$ cat config.mk
export PLATFORM = sky130hd
export DESIGN_NAME = output_argmax96
export DESIGN_NICKNAME = d
export VERILOG_FILES = /design/src/rtl/output_argmax96.sv
export SDC_FILE = /design/constraint.sdc
export NUM_CORES = 1
export LEC_CHECK = 0
export ABC_AREA = 0
export CORE_MARGIN = 1
export CORE_UTILIZATION = 42
export DETAILED_ROUTE_END_ITERATION = 10
export PLACE_DENSITY = 0.57
export SLEW_MARGIN = 40
export SYNTH_ARGS = -nofsm -noshare
export SYNTH_HDL_FRONTEND = slang
export SYNTH_SLANG_ARGS = --single-unit
$ cat constraint.sdc
create_clock -name clk96 -period 5.88 [get_ports clk96]
set_input_delay 1.764 -clock clk96 [delete_from_list [all_inputs] [get_ports clk96]]
set_output_delay 1.764 -clock clk96 [all_outputs]
set_load 0.03 [all_outputs]
$ cat src/rtl/output_argmax96.sv
// output_argmax96
// Captures FP16 result vectors on the rising edge of output_ready96 and
// buffers them in a small circular FIFO. Each vector is then scanned one
// element per cycle for its maximum. The winning index and raw FP16 bits are
// offered on a valid/ready interface with a running delivered-round count.
// FP16 ordering uses a 16-bit unsigned key: -0 folds onto +0, NaN is the
// smallest value, and ties keep the lowest index.

module output_argmax96 #(
    parameter int NUM_OUTPUTS96 = 3,
    parameter int FIFO_DEPTH96  = 4,
    parameter int IDX_W96       = $clog2(NUM_OUTPUTS96)
) (
    input  logic                             clk96,
    input  logic                             rst_n96,
    input  logic                             output_ready96,
    input  logic [NUM_OUTPUTS96-1:0][15:0]   outtie96,
    input  logic                             class_ready96,
    output logic                             class_valid96,
    output logic [IDX_W96-1:0]               class_idx96,
    output logic [15:0]                      class_value96,
    output logic [$clog2(FIFO_DEPTH96):0]    fifo_count96,
    output logic                             overflow96,
    output logic [12:0]                      round_count96
);

    localparam int PTR_W = (FIFO_DEPTH96 > 1) ? $clog2(FIFO_DEPTH96) : 1;
    localparam int CNT_W = $clog2(FIFO_DEPTH96) + 1;

    typedef logic [NUM_OUTPUTS96-1:0][15:0] vec_t;

    typedef enum logic [1:0] {
        S_IDLE,
        S_SCAN,
        S_HOLD
    } state_t;

    // Map FP16 bits onto an unsigned key whose order matches numeric order.
    function automatic logic [15:0] f_key(input logic [15:0] x);
        logic [15:0] k;
        if ((x[14:10] == 5'h1F) && (x[9:0] != 10'd0)) begin
            k = 16'h0000;                     // NaN ranks below everything
        end else if (x == 16'h8000) begin
            k = 16'h8000;                     // -0 compares equal to +0
        end else if (!x[15]) begin
            k = {1'b1, x[14:0]};
        end else begin
            k = {1'b0, ~x[14:0]};
        end
        return k;
    endfunction

    // Edge detect and FIFO bookkeeping
    logic                 r_prev96;
    logic                 w_push;
    logic                 w_full;
    logic                 w_accept;
    logic                 w_pop;
    vec_t                 r_mem [FIFO_DEPTH96];
    vec_t                 w_head;
    logic [PTR_W-1:0]     r_wr_ptr;
    logic [PTR_W-1:0]     r_rd_ptr;
    logic [CNT_W-1:0]     r_count;
    logic                 r_overflow;

    // Control
    state_t               r_state;
    state_t               w_state_next;
    logic                 w_scan;
    logic                 w_done;
    logic                 w_xfer;

    // Scan datapath
    vec_t                 r_work;
    logic [15:0]          r_best_key;
    logic [15:0]          r_best_val;
    logic [IDX_W96-1:0]   r_best_idx;
    logic [IDX_W96-1:0]   r_i;
    logic [15:0]          w_elem;
    logic [15:0]          w_elem_key;
    logic                 w_better;
    logic                 w_last;
    logic [15:0]          w_win_key;
    logic [15:0]          w_win_val;
    logic [IDX_W96-1:0]   w_win_idx;

    // Result registers
    logic [IDX_W96-1:0]   r_class_idx;
    logic [15:0]          r_class_value;
    logic [12:0]          r_round_count;

    assign w_push   = output_ready96 & ~r_prev96;
    assign w_full   = (r_count == CNT_W'(FIFO_DEPTH96));
    // A full FIFO still takes the new vector when the head leaves on the same edge.
    assign w_accept = w_push & (~w_full | w_pop);
    assign w_head   = r_mem[r_rd_ptr];

    assign w_elem     = r_work[r_i];
    assign w_elem_key = f_key(w_elem);
    assign w_better   = (w_elem_key > r_best_key);
    assign w_last     = (r_i == IDX_W96'(NUM_OUTPUTS96 - 1));
    assign w_win_key  = w_better ? w_elem_key : r_best_key;
    assign w_win_val  = w_better ? w_elem     : r_best_val;
    assign w_win_idx  = w_better ? r_i        : r_best_idx;

    // Remember the previous strobe level so a long strobe pushes only once.
    always_ff @(posedge clk96) begin
        // NOTE: reset is synchronous, so it is tested inside the clocked body
        // rather than appearing in the sensitivity list.
        if (!rst_n96) begin
            r_prev96 <= 1'b0;
        end else begin
            // NOTE: state is always assigned with <= so every register samples
            // the pre-edge values of its peers.
            r_prev96 <= output_ready96;
        end
    end

    // FIFO storage array; written only when a vector is accepted.
    always_ff @(posedge clk96) begin
        // NOTE: the storage array is deliberately not reset; the pointers and
        // count define which entries are live, so stale data is never read.
        if (w_accept) begin
            r_mem[r_wr_ptr] <= outtie96;
        end
    end

    // FIFO pointers, occupancy and the sticky overflow flag.
    always_ff @(posedge clk96) begin
        if (!rst_n96) begin
            r_wr_ptr   <= '0;
            r_rd_ptr   <= '0;
            r_count    <= '0;
            r_overflow <= 1'b0;
        end else begin
            if (w_accept) begin
                r_wr_ptr <= (r_wr_ptr == PTR_W'(FIFO_DEPTH96 - 1)) ? '0 : r_wr_ptr + 1'b1;
            end
            if (w_pop) begin
                r_rd_ptr <= (r_rd_ptr == PTR_W'(FIFO_DEPTH96 - 1)) ? '0 : r_rd_ptr + 1'b1;
            end
            case ({w_accept, w_pop})
                2'b10:   r_count <= r_count + 1'b1;
                2'b01:   r_count <= r_count - 1'b1;
                default: r_count <= r_count;
            endcase
            if (w_push && w_full && !w_pop) begin
                r_overflow <= 1'b1;
            end
        end
    end

    // FSM state register.
    always_ff @(posedge clk96) begin
        if (!rst_n96) begin
            r_state <= S_IDLE;
        end else begin
            r_state <= w_state_next;
        end
    end

    // FSM next-state and control strobes.
    always_comb begin
        // NOTE: every output of this block gets a default first, so no path
        // can leave one unassigned and infer a latch.
        w_state_next = r_state;
        w_pop        = 1'b0;
        w_scan       = 1'b0;
        w_done       = 1'b0;
        w_xfer       = 1'b0;
        case (r_state)
            S_IDLE: begin
                if (r_count != '0) begin
                    w_pop        = 1'b1;
                    w_state_next = S_SCAN;
                end
            end
            S_SCAN: begin
                w_scan = 1'b1;
                if (w_last) begin
                    w_done       = 1'b1;
                    w_state_next = S_HOLD;
                end
            end
            S_HOLD: begin
                if (class_ready96) begin
                    w_xfer       = 1'b1;
                    w_state_next = S_IDLE;
                end
            end
            default: begin
                w_state_next = S_IDLE;
            end
        endcase
    end

    // Scan datapath: load the head vector, then fold one element per cycle.
    always_ff @(posedge clk96) begin
        if (!rst_n96) begin
            r_work     <= '0;
            r_best_key <= '0;
            r_best_val <= '0;
            r_best_idx <= '0;
            r_i        <= '0;
        end else if (w_pop) begin
            r_work     <= w_head;
            r_best_key <= f_key(w_head[0]);
            r_best_val <= w_head[0];
            r_best_idx <= '0;
            r_i        <= IDX_W96'(1);
        end else if (w_scan) begin
            r_best_key <= w_win_key;
            r_best_val <= w_win_val;
            r_best_idx <= w_win_idx;
            if (!w_last) begin
                r_i <= r_i + 1'b1;
            end
        end
    end

    // Result registers: written once per vector, held through backpressure.
    always_ff @(posedge clk96) begin
        if (!rst_n96) begin
            r_class_idx   <= '0;
            r_class_value <= '0;
            r_round_count <= '0;
        end else begin
            if (w_done) begin
                r_class_idx   <= w_win_idx;
                r_class_value <= w_win_val;
            end
            if (w_xfer) begin
                r_round_count <= r_round_count + 1'b1;
            end
        end
    end

    assign class_valid96 = (r_state == S_HOLD);
    assign class_idx96   = r_class_idx;
    assign class_value96 = r_class_value;
    assign fifo_count96  = r_count;
    assign overflow96    = r_overflow;
    assign round_count96 = r_round_count;

endmodule

==> impl_metrics.toml <==
[yosys]
synthMuxAreaShare_pct = 11.2
yosys_warnings = 0
synthXorXnorAreaFrac_pct = 2.65
yosys_register_bits = 320
ys_seq_area_share_pct = 63.1
synthSimpleGateAreaFrac_pct = 9.33
synth_top_area_share_pct = 43.7
synth_ff_type = "edfxtp_1"
synthDistinctLibCells = 56
synth_fp_nets = 1090
synthArstFlopShare_pct = 0
synth_commonest_cells = "edfxtp_1 (192), nand2_1 (137), dfxtp_1 (128)"
syn-instance-count = 1012
netlist_area_um2 = 13200
synth-edff-count = 192
syn_avg_cell_area_um2 = 13.1
synthAdderAreaFrac_pct = 2.52
synth_top_cells_by_area = "edfxtp_1 (44%), dfxtp_1 (19%), mux4_2 (7.0%), nand2_1 (3.9%), mux2i_1 (2.9%)"
synth_compound_area_share_pct = 8.50
synth_top_family_by_area = "multiplexers"
yosys.area.top_type = "edfxtp_1"
post-synth-top-count-cell = "edfxtp_1"

[drt]
vias_per_cell = 5.35
vias = 8107
drt_wl_total_mm = 29.5
drt_iter0_markers = 633
wl_per_cell_um = 19.5
drt-pass1-iter-count = 8
ant_nets = 0
drcViolationCount = 12

[setup_path]
cp_top_family = "compound AO/OA/AOI/OAI gates"
critPathMaxFanout = 19
cp_cell_sequence = "nor2b_1 -> buf_4 -> nand2_1 -> o21ai_4 -> ha_1 -> o211ai_1 -> nor4_1 -> and4_1 -> a21o_1 -> nor2_1 -> ha_1 -> nor2b_1 -> o211ai_1 -> a21oi_1 -> o31ai_1 -> a21boi_2 -> buf_4 -> mux2i_1 -> o22ai_1"
critPathLaunchType = "flop"
cp_num_buf_inv = 2
cp.arrival_ns = 5.13
cp_slowest_cell = "dfxtp_1"
critPathKind = "reg2reg"
crit_required_ns = 6.25
critPathMaxStageDelay_ns = 0.59
cp-end-kind = "flop"

[clock_tree]
clock_latency_ns = 0.51
clockBufferDepth = 3
cts_setup_buffers = 0
cts_resized = 0
cts_buffers = 35
htreeDepth = 2
hold_buffers = 0
cts_sinks = 320
clockRootBuffer = "clkbuf_16"
cts.clk_slew.worst_paths_ns = 0.06
cts_tree = "done"

[sta]
rsz0062_at_grt = "false"
finalHoldViolCount = 0
finClkSkew_ns = 0.00869
finalCriticalPeriod_ns = 4.76
worst_pin_slew_ns = 0.811
max_freq_mhz = 210
setup_viol = 0
tns_ns = 0
slew_viol_final = 0
fin_crit_sh_pct = 80.9
slew_headroom_pct = 45.9

[floorplanning]
die_h_um = 179
coreArea_um2 = 30700
fp-row-count = 64
dieArea_um2 = 32200
io_pins = 88
start_util_pct = 43.0
die_w_um = 179

[layout]
fin_util_pct = 50.7
num-nets-final = 1174
drive_above_1_share_pct = 12.1
area_growth_pct = 18.0
register_area_um2 = 8330
antenna_cells = 0
multi_input_area_um2 = 4550
fillers = 2683

[min_path]
hold_path_class = "reg2reg"

[power]
ir_worst_vdd_mv = 0.295
powerDensity_nw_per_um2 = 505
p_leak_nw = 5.30

[status]
outcome = "finished, violations left"
violations = "DRC"

[grt]
grt_first_pass_wirelength_mm = 46.1
grt_usage_pct = 19.0
grt_max_degree = 71
overflow = 0
grt_pass1_vias = 7997
grt_antenna_before_repair = 2

[flow_run]
cap_violations = 0

[place]
dpl.hpwl_mm = 18.7
port_buffers = 87
routabilityCongestion = 0.854
[worst reg2reg max path: cells and delay by family, from the launching register on]
kind                       cells  cell delay (ns)
muxes                          1             0.31
and+or+nand+nor                6             1.04
buffers and inverters          2             0.59
AOI/OAI and AO/OA              8             1.53
DFF                            1             0.59
adders and majority gates      2             0.57
[worst paths after layout]
path / startpoint / endpoint / slack, ns / cells after the start
setup / recovery: r_i[0] / r_best_val[11] / 1.12 / 19
hold / removal: class_value96[1] / class_value96[1] / 0.44 / 2
setup reg to reg: r_i[0] / r_best_val[11] / 1.12 / 19
hold reg to reg: class_value96[1] / class_value96[1] / 0.44 / 2
[through the flow]
step	setup WS, ns	instance area [µm²]	power (mW)	std cells	hold slack (ns)
after floorplan	0.911	13200	5.03	1012	0.436
after global placement	1.25	14500	5.80	1454	0.442
after detailed placement	1.21	14500	5.84	1454	0.442
after CTS	1.20	15600	7.93	1515	0.450
after global routing	0.765	15600	8.36	1516	0.472
final	1.12	15600	7.87	1516	0.445
[metal layers]
metal	wire length (µm)	up-vias	GRT usage (%)
met2	14100	197	31.0
li1	-	3900	-
met3	1300	51	3.00
met1	13300	3959	25.9
met5	0	-	0
met4	791	0	6.72
[power by group]
| part | leakage, nW | internal [mW] | switching [mW] |
|---|---|---|---|
| Combinational | 1.96 | 1.14 | 1.73 |
| Clock | 0.534 | 1.23 | 0.851 |
| Sequential | 2.80 | 2.70 | 0.219 |
[cells in the final DEF (no fill, tap or decap), types with 14 or more instances in the layout]
cell | Yosys | final
mux2i_1 | 38 | 38
o22ai_1 | 16 | 16
nand2b_1 | 17 | 17
ha_1 | 25 | 25
a31oi_1 | 14 | 14
o21ai_1 | 23 | 22
o21ai_0 | 19 | 19
edfxtp_1 | 192 | 192
inv_1 | 27 | 27
nor2_1 | 47 | 47
buf_4 | 0 | 17
mux4_2 | 41 | 41
dfxtp_1 | 128 | 126
clkdlybuf4s50_1 | 0 | 87
xnor2_1 | 20 | 20
a21oi_1 | 68 | 68
xor2_1 | 20 | 20
nand2_1 | 137 | 136
a22oi_1 | 16 | 16
clkbuf_16 | 0 | 35
[area by class of cell]
type / instances / share of cell area [%]
timing repair buffer: 105 / 6.53
clock inverter: 10 / 0.570
inverter: 28 / 0.674
multi-input combinational: 606 / 29.2
tap: 396 / 3.18
sequential: 320 / 53.5
clock buffer: 51 / 6.41
[state kept, by name, summed over array words and instances, names as in the netlist, named ones only]
signal         flops
r_mem            192
r_work            48
class_value96     16
r_best_key        16
r_best_val        16
round_count96     13
fifo_count96       3
class_idx96        2
r_best_idx         2
r_i                2
r_rd_ptr           2
r_state            2
r_wr_ptr           2
overflow96         1
r_prev96           1
[cell families after synthesis]
group,count (synthesis)
XOR/XNOR,40
flip-flops,320
adder cells (fa/ha/maj),26
AND/OR/NAND/NOR,266
AO/OA/AOI/OAI,188
multiplexers,86
buffers and inverters,86
Power figures use the tool's default switching activity.
